[config.mk]
export PLATFORM = sky130hd
export DESIGN_NAME = vram_scanout_flat
export DESIGN_NICKNAME = d
export VERILOG_FILES = /design/src/rtl/vram_scanout_pkg.sv /design/src/rtl/vram_scanout_if.sv /design/src/rtl/vram_scanout_timing.sv /design/src/rtl/vram_scanout.sv /design/src/flat_wrapper.sv
export SDC_FILE = /design/constraint.sdc
export NUM_CORES = 1
export LEC_CHECK = 0
export ABC_AREA = 1
export CORE_MARGIN = 4
export CORE_UTILIZATION = 52
export CTS_BUF_LIST = sky130_fd_sc_hd__clkbuf_8
export CTS_CLUSTER_DIAMETER = 200
export CTS_CLUSTER_SIZE = 14
export DETAILED_ROUTE_END_ITERATION = 12
export PLACE_DENSITY = 0.71
export SKIP_LAST_GASP = 1
export SLEW_MARGIN = 20
export SYNTH_ARGS = -nofsm -noshare
export SYNTH_HDL_FRONTEND = slang
export SYNTH_HIERARCHICAL = 1
export SYNTH_SLANG_ARGS = --single-unit
[constraint.sdc]
create_clock -name i_clk -period 3.19 [get_ports i_clk]
set_clock_uncertainty 0.1 [all_clocks]
set_input_delay 0.4785 -clock i_clk [delete_from_list [all_inputs] [get_ports i_clk]]
set_output_delay 0.4785 -clock i_clk [all_outputs]
set_load 0.05 [all_outputs]
[src/rtl/vram_scanout_pkg.sv]
// Shared types, default 640x480@60 timing and the power-on palette for the
// VRAM scanout engine.
package vram_scanout_pkg;

   typedef struct packed {
      logic [7:0] r;
      logic [7:0] g;
      logic [7:0] b;
   } rgb_t;

   localparam int VGA_H_ACTIVE = 640;
   localparam int VGA_H_FP     = 16;
   localparam int VGA_H_SYNC   = 96;
   localparam int VGA_H_BP     = 48;
   localparam int VGA_V_ACTIVE = 480;
   localparam int VGA_V_FP     = 10;
   localparam int VGA_V_SYNC   = 2;
   localparam int VGA_V_BP     = 33;

   // Classic CGA colours, index 0 black through index 15 bright white.
   localparam logic [23:0] DEFAULT_PALETTE [16] = '{
      24'h000000, 24'h0000AA, 24'h00AA00, 24'h00AAAA,
      24'hAA0000, 24'hAA00AA, 24'hAA5500, 24'hAAAAAA,
      24'h555555, 24'h5555FF, 24'h55FF55, 24'h55FFFF,
      24'hFF5555, 24'hFF55FF, 24'hFFFF55, 24'hFFFFFF
   };

endpackage

[src/rtl/vram_scanout_if.sv]
// VRAM video read port: registered read enable/address out, byte data back
// one cycle later.
interface vram_scanout_if #(parameter int ADDR_W = 13);
   logic              mev;
   logic [ADDR_W-1:0] adrv;
   logic [7:0]        qv;

   modport master (output mev, output adrv, input qv);
   modport slave  (input mev, input adrv, output qv);
endinterface

[src/rtl/vram_scanout_timing.sv]
// Horizontal/vertical raster counters and the raw (undelayed) sync, active,
// window and frame-boundary flags derived from them.
module video_timing_gen
   import vram_scanout_pkg::*;
#(
   parameter int H_ACTIVE = VGA_H_ACTIVE,
   parameter int H_FP     = VGA_H_FP,
   parameter int H_SYNC   = VGA_H_SYNC,
   parameter int H_BP     = VGA_H_BP,
   parameter int V_ACTIVE = VGA_V_ACTIVE,
   parameter int V_FP     = VGA_V_FP,
   parameter int V_SYNC   = VGA_V_SYNC,
   parameter int V_BP     = VGA_V_BP,
   parameter bit SYNC_POL = 1'b0,
   parameter int X_OFS    = 128,
   parameter int Y_OFS    = 48,
   parameter int WIN_W    = 384,
   parameter int WIN_H    = 384
) (
   input  logic i_clk,
   input  logic i_rst,
   output logic o_active,
   output logic o_hsync,
   output logic o_vsync,
   output logic o_win,
   output logic o_win_last,
   output logic o_frame_first,
   output logic o_frame_last
);

   localparam int H_TOTAL = H_ACTIVE + H_FP + H_SYNC + H_BP;
   localparam int V_TOTAL = V_ACTIVE + V_FP + V_SYNC + V_BP;
   localparam int HW = $clog2(H_TOTAL);
   localparam int VW = $clog2(V_TOTAL);

   localparam logic [HW-1:0] H_LAST   = HW'(H_TOTAL - 1);
   localparam logic [VW-1:0] V_LAST   = VW'(V_TOTAL - 1);
   localparam logic [HW-1:0] H_ACT    = HW'(H_ACTIVE);
   localparam logic [VW-1:0] V_ACT    = VW'(V_ACTIVE);
   localparam logic [HW-1:0] HS_START = HW'(H_ACTIVE + H_FP);
   localparam logic [HW-1:0] HS_END   = HW'(H_ACTIVE + H_FP + H_SYNC);
   localparam logic [VW-1:0] VS_START = VW'(V_ACTIVE + V_FP);
   localparam logic [VW-1:0] VS_END   = VW'(V_ACTIVE + V_FP + V_SYNC);
   localparam logic [HW-1:0] X_FIRST  = HW'(X_OFS);
   localparam logic [HW-1:0] X_END    = HW'(X_OFS + WIN_W);
   localparam logic [HW-1:0] X_LAST   = HW'(X_OFS + WIN_W - 1);
   localparam logic [VW-1:0] Y_FIRST  = VW'(Y_OFS);
   localparam logic [VW-1:0] Y_END    = VW'(Y_OFS + WIN_H);

   logic [HW-1:0] r_h;
   logic [VW-1:0] r_v;
   logic          w_hs_on;
   logic          w_vs_on;

   always_ff @(posedge i_clk) begin
      if (i_rst) begin
         r_h <= '0;
         r_v <= '0;
      end else if (r_h == H_LAST) begin
         r_h <= '0;
         r_v <= (r_v == V_LAST) ? '0 : r_v + 1'b1;
      end else begin
         r_h <= r_h + 1'b1;
      end
   end

   assign w_hs_on       = (r_h >= HS_START) && (r_h < HS_END);
   assign w_vs_on       = (r_v >= VS_START) && (r_v < VS_END);
   assign o_hsync       = w_hs_on ? SYNC_POL : ~SYNC_POL;
   assign o_vsync       = w_vs_on ? SYNC_POL : ~SYNC_POL;
   assign o_active      = (r_h < H_ACT) && (r_v < V_ACT);
   assign o_win         = o_active && (r_h >= X_FIRST) && (r_h < X_END)
                          && (r_v >= Y_FIRST) && (r_v < Y_END);
   assign o_win_last    = o_win && (r_h == X_LAST);
   assign o_frame_first = (r_h == '0) && (r_v == '0);
   assign o_frame_last  = (r_h == H_LAST) && (r_v == V_LAST);

endmodule

[src/rtl/vram_scanout.sv]
// Scanout engine: scaled window fetch from packed-nibble VRAM, palette lookup
// and a 3-stage output pipeline with sync/DE delayed to stay aligned.
module vram_scanout
   import vram_scanout_pkg::*;
#(
   parameter int WIDTH    = 128,
   parameter int HEIGHT   = 128,
   parameter int SCALE    = 3,
   parameter int X_OFS    = 128,
   parameter int Y_OFS    = 48,
   parameter int H_ACTIVE = VGA_H_ACTIVE,
   parameter int H_FP     = VGA_H_FP,
   parameter int H_SYNC   = VGA_H_SYNC,
   parameter int H_BP     = VGA_H_BP,
   parameter int V_ACTIVE = VGA_V_ACTIVE,
   parameter int V_FP     = VGA_V_FP,
   parameter int V_SYNC   = VGA_V_SYNC,
   parameter int V_BP     = VGA_V_BP,
   parameter bit SYNC_POL = 1'b0,
   parameter int ADDR_W   = $clog2((WIDTH * HEIGHT + 1) / 2)
) (
   input  logic                  i_clk,
   input  logic                  i_rst,
   input  logic                  i_en,
   vram_scanout_if.master        vram,
   input  logic                  i_pal_we,
   input  logic [3:0]            i_pal_idx,
   input  logic [23:0]           i_pal_rgb,
   output logic                  o_hsync,
   output logic                  o_vsync,
   output logic                  o_de,
   output logic [7:0]            o_r,
   output logic [7:0]            o_g,
   output logic [7:0]            o_b,
   output logic                  o_frame_start
);

   localparam int IDX_W = ADDR_W + 1;
   localparam int SX_W  = (SCALE > 1) ? $clog2(SCALE) : 1;
   localparam logic [SX_W-1:0]  SX_LAST  = SX_W'(SCALE - 1);
   localparam logic [IDX_W-1:0] ROW_STEP = IDX_W'(WIDTH);

   logic w_active, w_hsync, w_vsync, w_win, w_win_last;
   logic w_frame_first, w_frame_last, w_en;

   video_timing_gen #(
      .H_ACTIVE (H_ACTIVE), .H_FP (H_FP), .H_SYNC (H_SYNC), .H_BP (H_BP),
      .V_ACTIVE (V_ACTIVE), .V_FP (V_FP), .V_SYNC (V_SYNC), .V_BP (V_BP),
      .SYNC_POL (SYNC_POL), .X_OFS (X_OFS), .Y_OFS (Y_OFS),
      .WIN_W    (WIDTH * SCALE), .WIN_H (HEIGHT * SCALE)
   ) u_timing (
      .i_clk         (i_clk),
      .i_rst         (i_rst),
      .o_active      (w_active),
      .o_hsync       (w_hsync),
      .o_vsync       (w_vsync),
      .o_win         (w_win),
      .o_win_last    (w_win_last),
      .o_frame_first (w_frame_first),
      .o_frame_last  (w_frame_last)
   );

   logic             r_en_q;
   logic [SX_W-1:0]  r_sx, r_sy;
   logic [IDX_W-1:0] r_px, r_row_base;
   logic [IDX_W-1:0] w_idx;

   // The frame-start cycle itself already obeys the freshly sampled enable.
   assign w_en  = w_frame_first ? i_en : r_en_q;
   assign w_idx = r_row_base + r_px;

   always_ff @(posedge i_clk) begin
      if (i_rst) begin
         r_en_q <= 1'b0;
      end else if (w_frame_first) begin
         r_en_q <= i_en;
      end
   end

   // Incremental pixel stepping; cleared in the last blanking cycle of a frame.
   always_ff @(posedge i_clk) begin
      if (i_rst || w_frame_last) begin
         r_sx       <= '0;
         r_sy       <= '0;
         r_px       <= '0;
         r_row_base <= '0;
      end else if (w_win) begin
         if (w_win_last) begin
            r_sx <= '0;
            r_px <= '0;
            if (r_sy == SX_LAST) begin
               r_sy       <= '0;
               r_row_base <= r_row_base + ROW_STEP;
            end else begin
               r_sy <= r_sy + 1'b1;
            end
         end else if (r_sx == SX_LAST) begin
            r_sx <= '0;
            r_px <= r_px + 1'b1;
         end else begin
            r_sx <= r_sx + 1'b1;
         end
      end
   end

   rgb_t r_pal [16];

   always_ff @(posedge i_clk) begin
      if (i_rst) begin
         for (int i = 0; i < 16; i++) begin
            r_pal[i] <= DEFAULT_PALETTE[i];
         end
      end else if (i_pal_we) begin
         r_pal[i_pal_idx] <= i_pal_rgb;
      end
   end

   logic              r_mev;
   logic [ADDR_W-1:0] r_adrv;
   logic              r_sel1, r_fetch2, r_sel2;
   logic [2:0]        r_hs_pipe, r_vs_pipe, r_de_pipe, r_fs_pipe;
   rgb_t              r_rgb;
   logic [3:0]        w_nib;

   assign w_nib = r_sel2 ? vram.qv[7:4] : vram.qv[3:0];

   // Fetch at T+1, VRAM data at T+2, colour at T+3; flags ride a 3-deep shift.
   always_ff @(posedge i_clk) begin
      if (i_rst) begin
         r_mev     <= 1'b0;
         r_adrv    <= '0;
         r_sel1    <= 1'b0;
         r_fetch2  <= 1'b0;
         r_sel2    <= 1'b0;
         r_rgb     <= '0;
         r_hs_pipe <= {3{~SYNC_POL}};
         r_vs_pipe <= {3{~SYNC_POL}};
         r_de_pipe <= '0;
         r_fs_pipe <= '0;
      end else begin
         r_mev     <= w_win && w_en;
         r_adrv    <= w_idx[IDX_W-1:1];
         r_sel1    <= w_idx[0];
         r_fetch2  <= r_mev;
         r_sel2    <= r_sel1;
         r_rgb     <= r_fetch2 ? r_pal[w_nib] : '0;
         r_hs_pipe <= {r_hs_pipe[1:0], w_hsync};
         r_vs_pipe <= {r_vs_pipe[1:0], w_vsync};
         r_de_pipe <= {r_de_pipe[1:0], w_active};
         r_fs_pipe <= {r_fs_pipe[1:0], w_frame_first};
      end
   end

   assign vram.mev      = r_mev;
   assign vram.adrv     = r_adrv;
   assign o_hsync       = r_hs_pipe[2];
   assign o_vsync       = r_vs_pipe[2];
   assign o_de          = r_de_pipe[2];
   assign o_frame_start = r_fs_pipe[2];
   assign o_r           = r_rgb.r;
   assign o_g           = r_rgb.g;
   assign o_b           = r_rgb.b;

endmodule
[src/flat_wrapper.sv]
// flat-port wrapper written by rule: the top's interface ports become plain ports
module vram_scanout_flat import vram_scanout_pkg::*;
#(
   parameter int WIDTH    = 128,
   parameter int HEIGHT   = 128,
   parameter int SCALE    = 3,
   parameter int X_OFS    = 128,
   parameter int Y_OFS    = 48,
   parameter int H_ACTIVE = VGA_H_ACTIVE,
   parameter int H_FP     = VGA_H_FP,
   parameter int H_SYNC   = VGA_H_SYNC,
   parameter int H_BP     = VGA_H_BP,
   parameter int V_ACTIVE = VGA_V_ACTIVE,
   parameter int V_FP     = VGA_V_FP,
   parameter int V_SYNC   = VGA_V_SYNC,
   parameter int V_BP     = VGA_V_BP,
   parameter bit SYNC_POL = 1'b0,
   parameter int ADDR_W   = $clog2((WIDTH * HEIGHT + 1) / 2)
)
  (i_clk, i_rst, i_en, i_pal_we, i_pal_idx, i_pal_rgb, o_hsync, o_vsync, o_de, o_r, o_g, o_b, o_frame_start, vram_mev, vram_adrv, vram_qv);
  vram_scanout_if #(.ADDR_W(ADDR_W)) vram_i ();
  input  logic i_clk;
  input  logic i_rst;
  input  logic i_en;
  input  logic i_pal_we;
  input  logic [3:0] i_pal_idx;
  input  logic [23:0] i_pal_rgb;
  output logic o_hsync;
  output logic o_vsync;
  output logic o_de;
  output logic [7:0] o_r;
  output logic [7:0] o_g;
  output logic [7:0] o_b;
  output logic o_frame_start;
  output wire logic [$bits(vram_i.mev)-1:0] vram_mev;
  output wire logic [$bits(vram_i.adrv)-1:0] vram_adrv;
  input wire logic [$bits(vram_i.qv)-1:0] vram_qv;
  assign vram_mev = vram_i.mev;
  assign vram_adrv = vram_i.adrv;
  assign vram_i.qv = vram_qv;
  vram_scanout #(.WIDTH(WIDTH), .HEIGHT(HEIGHT), .SCALE(SCALE), .X_OFS(X_OFS), .Y_OFS(Y_OFS), .H_ACTIVE(H_ACTIVE), .H_FP(H_FP), .H_SYNC(H_SYNC), .H_BP(H_BP), .V_ACTIVE(V_ACTIVE), .V_FP(V_FP), .V_SYNC(V_SYNC), .V_BP(V_BP), .SYNC_POL(SYNC_POL), .ADDR_W(ADDR_W)) u_core (.i_clk(i_clk), .i_rst(i_rst), .i_en(i_en), .vram(vram_i), .i_pal_we(i_pal_we), .i_pal_idx(i_pal_idx), .i_pal_rgb(i_pal_rgb), .o_hsync(o_hsync), .o_vsync(o_vsync), .o_de(o_de), .o_r(o_r), .o_g(o_g), .o_b(o_b), .o_frame_start(o_frame_start));
endmodule
==> results of run 1 <==
[final timing paths]
check	cells past startpoint	slack, ns	to	from
max	14	0.54	u_core/r_px[12]	u_core/u_timing/r_h[0]
min	2	0.31	u_core/r_de_pipe[1]	u_core/r_de_pipe[0]
max reg2reg	14	0.54	u_core/r_px[12]	u_core/u_timing/r_h[0]
min reg2reg	2	0.31	u_core/r_de_pipe[1]	u_core/r_de_pipe[0]
[power by group through the flow]
stage / Combinational (mW) / Sequential (mW) / Clock [mW]
floorplan: 0.684 / 7.27 / 0
global placement: 1.08 / 7.28 / 0
detailed placement: 1.09 / 7.30 / 0
CTS: 1.10 / 7.15 / 3.33
global route: 1.21 / 7.18 / 3.60
finish: 1.11 / 7.15 / 3.26
[cells in the final DEF (no fill, tap or decap), drive strengths merged, types with 22 or more instances in the layout]
master         instances
nor3                  22
nand3                479
edfxtp               384
clkdlybuf4s50         81
a21oi                 52
inv                  543
nor2                 292
buf                   70
clkbuf                41
o21ai                 31
nand2                564
dfxtp                 99
[synthesized netlist by cell type, drive strengths merged]
library cell	instances	share of area, %
nor3	22	0.51
fa	1	0.088
o21ai	31	0.70
clkbuf	78	1.3
clkinv	4	0.072
inv	513	8.5
o211ai	2	0.066
nor3b	2	0.066
o21a	2	0.066
xnor2	1	0.039
ha	13	0.72
edfxtp	384	51
nand4	9	0.25
xor2	3	0.12
nor2	292	5.0
dfxtp	99	8.7
a211oi	2	0.066
nand3b	1	0.033
a21oi	52	1.1
a31o	1	0.039
o22ai	1	0.028
buf	67	1.5
nand2	564	9.5
nand3	479	11
nor4	1	0.028
or2	8	0.22
[worst max-delay path, cell delays in order (launching register included)]
cell,delay (ns)
dfxtp_1,0.38
ha_1,0.22
nand2_2,0.11
nor2_1,0.13
nand4_1,0.12
inv_1,0.10
nand2_1,0.07
nor3_2,0.18
nand2_1,0.19
nand2_1,0.14
nand2_1,0.11
nor3_2,0.33
nand3_1,0.14
o21ai_0,0.17
nor2_1,0.05
[flip-flops by register name (all words and copies together), names as in the netlist]
| name | count |
|---|---|
| u_core/r_pal | 384 |
| u_core/r_px | 14 |
| u_core/vram.adrv | 13 |
| u_core/u_timing/r_h | 10 |
| u_core/u_timing/r_v | 10 |
| u_core/o_b | 8 |
| u_core/o_g | 8 |
| u_core/o_r | 8 |
| u_core/r_row_base | 7 |
| u_core/r_de_pipe | 3 |
| u_core/r_fs_pipe | 3 |
| u_core/r_hs_pipe | 3 |
| u_core/r_vs_pipe | 3 |
| u_core/r_sx | 2 |
| u_core/r_sy | 2 |
| u_core/r_en_q | 1 |
| u_core/r_fetch2 | 1 |
| u_core/r_sel1 | 1 |
| u_core/r_sel2 | 1 |
| u_core/vram.mev | 1 |
[metrics by stage]
stage | cell area [µm²] | power (mW) | hold slack [ns] | setup WS (ns) | std cells
finish | 25000 | 11.5 | 0.310 | 0.539 | 3294
detailed placement | 24300 | 8.39 | 0.296 | 0.471 | 3223
global route | 25000 | 12.0 | 0.332 | 0.135 | 3294
floorplan | 22700 | 7.96 | 0.288 | 0.553 | 2632
CTS | 25000 | 11.6 | 0.312 | 0.435 | 3294
global placement | 24300 | 8.36 | 0.298 | 0.417 | 3223
[layout make-up]
cell class                      count  area [µm²]
Fill cell                        3787       18100
Sequential cell                   483       13500
Multi-Input combinational cell   1487        6690
Inverter                          517        1940
Timing Repair Buffer              151        1470
Tap cell                          585         732
Clock buffer                       41         564
Clock inverter                     30         118
[cells by family after synthesis]
logic type / share of synthesized area [%]
compound gates: 2.11
fa+ha+maj: 0.803
simple gates: 26.1
flops: 59.4
xor+xnor: 0.154
buf+inv: 11.4
[routing by layer]
layer | up-vias | share of wire (%) | track usage [%]
li1 | 8405 | - | -
met1 | 8481 | 38 | 33.5
met2 | 905 | 48 | 44.5
met3 | 167 | 9.3 | 4.43
met4 | 2 | 4.2 | 10.6
met5 | - | 0.019 | 0
==> impl_metrics.tcl, run 1 <==
set metrics [dict create \
    grt_pass1_wl_mm 96.6 \
    cp_max_fo 6 \
    yosysUniqueCellTypes 39 \
    io_pins 82 \
    finalHoldViolCount 0 \
    insertion_delay_ns 0.62 \
    gp_congestion 0.944 \
    synth-seq-cells 483 \
    final_max_slew_viol_count 0 \
    cts_resized 0 \
    grt_overflow_total 0 \
    core_area_um2 43200 \
    portBuffers 81 \
    max_slew.worst_pin.slew_ns 1.01 \
    swShare_pct 25.4 \
    place_hpwl_mm 40.4 \
    fin_crit_sh_pct 83.1 \
    numCtsBuffers 40 \
    dieArea_um2 47100 \
    n_antenna_cell 0 \
    root_buffer "clkbuf_8" \
    drive_above_1_share_pct 6.02 \
    rows 76 \
    comb_power_share_pct 9.6 \
    grt_util_all_layers_pct 26.1 \
    cts_tree "done" \
    path_clk_slew_ns 0.10 \
    cap_violations 0 \
    start_util_pct 52.7 \
    grt_pass1_vias 17457 \
    die_h_um 217 \
    syn_inst 2632 \
    powerDensity_nw_per_um2 460 \
    grt_max_degree 76 \
    worstSetupStartpointType "register" \
    yosys_warnings 6 \
    postRouteAntennaNets 0 \
    period_minus_slack_ns 2.65 \
    routedWlPerCell_um 18.9 \
    wl_mm 62.1 \
    tns_ns 0 \
    endpoint_kind "register" \
    max_freq_mhz 377 \
    drc 0 \
    vias 17960 \
    fin_util_pct 58.0 \
    yosysSeqAreaShare_pct 59.4 \
    p_leak_nw 10.9 \
    cts.htree.levels 2 \
    irDropWorstVdd_v 0.000366 \
    worstSetupPathType "register to register" \
    switchingPower_mw 2.92 \
    grt_setup_unrepaired "false" \
    p_seq_share_pct 62.1 \
    finalSetupViolations 0 \
    area_growth_pct 10.1 \
    cts_setup_buffers 0 \
    drt_iter0_drc 1915 \
    antenna_found_initial 1 \
    synth_nets 2686 \
    die_width_um 217 \
    num-nets-final 2734 \
    synth_area_um2 22700 \
    viasPerCell 5.45 \
    slew_headroom_pct 32.7 \
    p_int_mw 8.60 \
    drt-pass1-iter-count 6 \
    cp.arrival_ns 3.07 \
    required_ns 3.60 \
    pwr-share-clk_pct 28.3 \
    clock_sinks 483 \
    avgSynthCellArea_um2 8.64 \
    holdBufCountCts 0 \
    min_path_type "register to register" \
    outcome "finished, final reports clean" \
    cts_buffer_depth 3 \
]
No activity file was read; power rests on OpenSTA's default activity.
==> run 2, diff against run 1 <==
==> constraint.sdc (replaced) <==
create_clock -name i_clk -period 2.1 [get_ports i_clk]
set_clock_uncertainty 0.1 [all_clocks]
set_input_delay 0.315 -clock i_clk [delete_from_list [all_inputs] [get_ports i_clk]]
set_output_delay 0.315 -clock i_clk [all_outputs]
set_load 0.05 [all_outputs]
==> impl_metrics.tcl, run 2 (same netlist as run 1, synthesis figures left out) <==
set metrics [dict create \
    outcome "complete, but fails checks" \
    violations "setup timing" \
    area_growth_pct 20.1 \
    grt_overflow_total 0 \
    required_ns 2.57 \
    dp_slack_ns -0.269 \
    num-nets-final 2930 \
    worstSetupPathType "register to register" \
    drive_above_1_share_pct 14.3 \
    placed_cell_area_um2 26200 \
    cap_violations 0 \
    powerDensity_nw_per_um2 655 \
    reg2reg_slack_ns -0.14 \
    endpoint_kind "register" \
    grt_busiest_layer "met2" \
    n_antenna_cell 0 \
    cp.arrival_ns 2.72 \
    cp_num_cells 15 \
    grt_pass1_wl_mm 100 \
    hold_depth 3 \
    worst_path_most_repeated_cell "nand2_2" \
    final_max_slew_viol_count 0 \
    p_leak_nw 12.3 \
    cts_tree "done" \
    grt_max_degree 42 \
    min_path_type "input pin to register" \
    insertion_delay_ns 0.65 \
    dp.cells 3396 \
    n_fill_cell 3614 \
    place_hpwl_mm 44.5 \
    slowest_delay_ns 0.36 \
    drc 0 \
    worstPathBufferInverterCount 1 \
    reg2reg_depth 15 \
    cts.htree.levels 2 \
    period_minus_slack_ns 2.24 \
    viasPerCell 5.36 \
    dieArea_um2 47100 \
    clock_sinks 483 \
    routedWlPerCell_um 18.7 \
    path_clk_slew_ns 0.09 \
    vias 18702 \
    cts_buffer_depth 3 \
    fin_crit_sh_pct 107 \
    crit_family "simple AND/OR/NAND/NOR gates" \
    antenna_found_initial 1 \
    grt_pass1_vias 18237 \
    holdBufCountCts 0 \
    gp_congestion 0.921 \
    layout_commonest_cell "nand2_1" \
    max_slew.worst_pin.slew_ns 0.517 \
    drt_iter0_drc 1840 \
    drt-pass1-iter-count 8 \
    worstSetupStartpointType "register" \
    path_cells "ha_4 > nand2_4 > nor2_4 > nand4_1 > inv_1 > nand2_2 > nor3_4 > nand2_2 > nand2_2 > nand3b_1 > nor2_4 > nand4_1 > nand2_1 > nand2_1 > nor2_1" \
    grt_setup_unrepaired "true" \
    die_width_um 217 \
    final_cell_count_no_fill 3491 \
    wl_mm 65.4 \
    numCtsBuffers 40 \
    cp-startpoint "u_core/u_timing/r_h[1]" \
    largest_reg_flops 384 \
    whs_ns 0.262 \
    slowest_stage "dfxtp_2" \
    use_met3_pct 5.50 \
    min-delay-start "i_en" \
    rows 76 \
    die_h_um 217 \
    r2r-start "u_core/u_timing/r_h[1]" \
    cp_max_fo 3 \
    irDropWorstVdd_v 0.000522 \
    setup_slack_ns -0.144 \
    grt_util_all_layers_pct 27.5 \
    largest_register "u_core/r_pal" \
    final_cell_area_um2 27300 \
    portBuffers 81 \
    grtUsageMet2_pct 44.7 \
    slew_headroom_pct 65.7 \
    root_buffer "clkbuf_8" \
    postRouteAntennaNets 0 \
    finalHoldViolCount 0 \
    gr-usage-met1_pct 35.7 \
    start_util_pct 52.7 \
    layout_common_cells "nand2_1 (533), inv_1 (529), nand3_1 (476)" \
    fin_util_pct 63.3 \
    finalSetupViolations 10 \
    io_pins 82 \
    core_area_um2 43200 \
    max_freq_mhz 446 \
]
run 2: changes by cell type in the layout (fill, tap and decap cells not counted), moves of 5 or more:
cell             delta
o21ai_0            -10
nand2_2            +16
nor3_4              +5
clkdlybuf4s50_1    -42
nor2_4              +5
buf_12             +42
buf_4             +145
nand2_1            -19
dlygate4sd2_1      +42
a21oi_1             -9
nor2_1              -8
buf_6               +7
o21ai_1             +7
a21oi_2             +9
run 2: per-stage QoR:
stage               power (mW)  setup TNS, ns
global placement          13.0         -91.54
CTS                       18.0         -0.903
detailed placement        13.1         -86.20
global route              18.6          -2.91
finish                    17.9         -0.539
floorplan                 12.1        -0.0157
run 2: final cells by class:
cell class / count / area [µm²] / area share, %
sequential: 483 / 13500 / 49.5
multi-input combinational: 1487 / 6940 / 25.4
timing repair buffer: 347 / 3480 / 12.7
inverter: 517 / 1950 / 7.13
tap: 585 / 732 / 2.68
clock buffer: 42 / 578 / 2.12
clock inverter: 30 / 123 / 0.449
run 2: timing repair:
item | in CTS | in global routing
cloned | 0 | 2
endpoints found under the setup margin | 64 | 34
pin swaps | 17 | 16
setup buffers | 16 | 8
gates resized for setup | 85 | 23
run 2: worst register-to-register path, stage by stage, from the launching register on:
cell      delay [ns]
dfxtp_2         0.36
ha_4            0.15
nand2_4         0.05
nor2_4          0.09
nand4_1         0.12
inv_1           0.11
nand2_2         0.08
nor3_4          0.18
nand2_2         0.10
nand2_2         0.08
nand3b_1        0.19
nor2_4          0.18
nand4_1         0.15
nand2_1         0.11
nand2_1         0.06
nor2_1          0.10
run 2: per-layer routing:
layer | vias up | routed length, µm | share of wire (%)
met5 | - | 0 | 0
met4 | 0 | 3590 | 5.5
met3 | 183 | 6530 | 10
met2 | 989 | 30300 | 46
met1 | 8719 | 25000 | 38
li1 | 8811 | - | -
run 2: final timing paths:
path / endpoint
setup / recovery: u_core/r_px[13]
hold / removal: u_core/r_en_q
setup reg to reg: u_core/r_px[13]
hold reg to reg: u_core/r_fs_pipe[2]
run 2: report_power, final:
part | total [mW] | switching, mW | leakage [nW] | internal, mW
sequential | 10.9 | 0.124 | 4.56 | 10.7
combinational | 2.06 | 1.31 | 7.32 | 0.751
clock | 4.98 | 3.10 | 0.460 | 1.88
total | 17.9 | 4.53 | 12.3 | 13.4
==> run 3, diff against run 2 <==
--- a/config.mk
+++ b/config.mk
@@ -5,7 +5,6 @@
 export SDC_FILE = /design/constraint.sdc
 export NUM_CORES = 1
 export LEC_CHECK = 0
-export ABC_AREA = 1
 export CORE_MARGIN = 4
 export CORE_UTILIZATION = 52
 export CTS_BUF_LIST = sky130_fd_sc_hd__clkbuf_8
@@ -13,7 +12,6 @@
 export CTS_CLUSTER_SIZE = 14
 export DETAILED_ROUTE_END_ITERATION = 12
 export PLACE_DENSITY = 0.71
-export SKIP_LAST_GASP = 1
 export SLEW_MARGIN = 20
 export SYNTH_ARGS = -nofsm -noshare
 export SYNTH_HDL_FRONTEND = slang
==> impl_metrics.tcl, run 3 <==
set metrics [dict create \
    start_util_pct 52.8 \
    yosys_warnings 6 \
    grt_overflow_total 0 \
    wl_mm 87.2 \
    largest_reg_flops 384 \
    powerDensity_nw_per_um2 607 \
    grt_pass1_vias 20729 \
    endpoint_kind "register" \
    cap_violations 0 \
    n_fill_cell 3257 \
    cp.arrival_ns 2.65 \
    synth_area_um2 24100 \
    synthAdderAreaFrac_pct 0.759 \
    path_clk_slew_ns 0.10 \
    grt_max_degree 53 \
    irDropWorstVdd_v 0.000570 \
    root_buffer "clkbuf_8" \
    portBuffers 81 \
    avgSynthCellArea_um2 10.2 \
    synth-edff-count 384 \
    numCtsBuffers 40 \
    num-nets-final 2711 \
    slew_headroom_pct 54.6 \
    synth.mux.area_fraction_pct 0.805 \
    synth-simple-area-share_pct 19.9 \
    min_path_type "input pin to register" \
    n_antenna_cell 0 \
    gp_congestion 0.961 \
    holdBufCountCts 0 \
    postRouteAntennaNets 0 \
    finalHoldViolCount 0 \
    die_h_um 223 \
    period_minus_slack_ns 2.23 \
    synth-seq-cells 483 \
    rows 78 \
    cts.htree.levels 2 \
    async_flop_share_pct 0 \
    dp_slack_ns -0.393 \
    synth_common_cells "edfxtp_1 (384), o21ai_0 (308), and2_1 (195)" \
    violations "setup timing" \
    setup_slack_ns -0.127 \
    viasPerCell 6.53 \
    final_cell_area_um2 31100 \
    yosysUniqueCellTypes 71 \
    finalSetupViolations 25 \
    synth_most_common_cell "edfxtp_1" \
    routedWlPerCell_um 26.5 \
    synth_nets 2420 \
    drt_iter0_drc 2916 \
    syn_inst 2366 \
    synth_top_flop_cell "edfxtp_1" \
    r2r-start "u_core/r_sel2" \
    outcome "complete, but fails checks" \
    vias 21455 \
    fin_util_pct 68.2 \
    dieArea_um2 49800 \
    post-synth-top-area-cell "edfxtp_1" \
    largest_register "u_core/r_pal" \
    worstSetupPathType "register to register" \
    antenna_found_initial 0 \
    cp_max_fo 8 \
    cts_buffer_depth 3 \
    synthXorXnorAreaFrac_pct 1.02 \
    io_pins 82 \
    yosys-top-cells-area "edfxtp_1 (48%), dfxtp_1 (8.2%), o21ai_0 (6.4%), and2_1 (5.1%), or3_1 (4.9%)" \
    core_area_um2 45600 \
    clock_sinks 483 \
    cp-startpoint "u_core/r_sel2" \
    drc 0 \
    place_hpwl_mm 57.4 \
    cts_tree "done" \
    insertion_delay_ns 0.65 \
    synth_top_area_share_pct 47.9 \
    synth_top_family_by_area "simple AND/OR/NAND/NOR gates" \
    max_freq_mhz 449 \
    final_max_slew_viol_count 0 \
    drt-pass1-iter-count 8 \
    synth_compound_area_share_pct 16.7 \
    required_ns 2.53 \
    grt_pass1_wl_mm 127 \
    layout_common_cells "edfxtp_1 (384), buf_4 (277), o21ai_0 (262)" \
    area_growth_pct 29.0 \
    die_width_um 223 \
    layout_commonest_cell "edfxtp_1" \
    yosysSeqAreaShare_pct 56.1 \
    grt_util_all_layers_pct 33.3 \
    p_leak_nw 11.0 \
    min-delay-start "i_rst" \
    drive_above_1_share_pct 26.3 \
    worstSetupStartpointType "register" \
    max_slew.worst_pin.slew_ns 0.679 \
    grt_setup_unrepaired "true" \
    fin_crit_sh_pct 106 \
    placed_cell_area_um2 28100 \
]
[run 3: cell types whose count changed in the layout (fill, tap and decap cells not counted), moves of 27 or more]
cell | before | now
buf_6 | 7 | 34
a31oi_1 | 0 | 37
o211ai_1 | 2 | 42
inv_1 | 529 | 62
nand2_1 | 533 | 29
nor2_1 | 271 | 171
o21ai_0 | 10 | 262
a21oi_1 | 43 | 80
o21ai_1 | 14 | 45
nand3_1 | 476 | 15
nor2b_1 | 0 | 72
buf_4 | 204 | 277
or3_1 | 0 | 188
and2_1 | 0 | 195
[run 3: final timing paths]
kind	end	slack, ns	cells past startpoint
worst max-delay path	u_core/o_r[0]	-0.13	11
worst min-delay path	u_core/u_timing/r_h[2]	0.25	3
worst max register to register	u_core/o_r[0]	-0.13	11
worst min register to register	u_core/r_hs_pipe[1]	0.32	1
[run 3: final cells by class]
type	instances	area, µm²	area share, %
timing repair buffer	473	4920	15.8
clock buffer	42	578	1.86
multi-input combinational	1622	11000	35.5
clock inverter	30	123	0.395
inverter	37	139	0.447
tap	600	751	2.42
sequential	483	13500	43.5
[run 3: per-stage QoR]
stage | cells | setup TNS, ns | hold WS, ns | total power, mW
2_1_floorplan | 2366 | -1.35 | 0.289 | 12.1
3_3_place_gp | 3163 | -165.46 | 0.300 | 13.3
3_5_place_dp | 3163 | -183.21 | 0.295 | 13.4
4_1_cts | 3272 | -1.32 | 0.205 | 18.6
5_1_grt | 3287 | -3.80 | 0.269 | 19.4
6_report | 3287 | -1.22 | 0.248 | 18.9
[run 3: kinds of logic after synthesis]
kind of cell,Yosys count
AO/OA/AOI/OAI,693
XOR/XNOR,28
adder cells (fa/ha/maj),14
buffers and inverters,261
flip-flops,483
multiplexers,17
AND/OR/NAND/NOR,870
[run 3: report_power, final]
group          leakage (nW)  switching, mW  internal, mW
Combinational          5.93           1.70          1.10
Clock                 0.460           3.21          1.88
Sequential             4.56          0.227          10.7
Total                  11.0           5.14          13.7
[run 3: repair_timing]
item | 4_1_cts | 5_1_grt
gates cloned | 7 | 6
endpoints found under the setup margin | 81 | 57
setup buffers | 33 | 20
pin swaps | 57 | 117
resized for setup | 201 | 236
[run 3: worst max-delay path: stages, from the launching register on]
cell       delay (ns)
dfxtp_4          0.47
buf_6            0.13
mux2i_4          0.24
buf_6            0.14
buf_6            0.10
buf_12           0.14
buf_12           0.17
nor3_1           0.07
a31oi_1          0.13
buf_4            0.16
nor2_1           0.05
o2bb2ai_2        0.20
[run 3: layer usage]
metal | wire length, µm | up-vias | share of wire [%] | GRT usage (%)
li1 | - | 9219 | - | -
met2 | 40300 | 1539 | 46 | 54.2
met3 | 9870 | 335 | 11 | 6.01
met4 | 5510 | 0 | 6.3 | 16.9
met5 | 0 | - | 0 | 0
met1 | 31500 | 10362 | 36 | 43.0
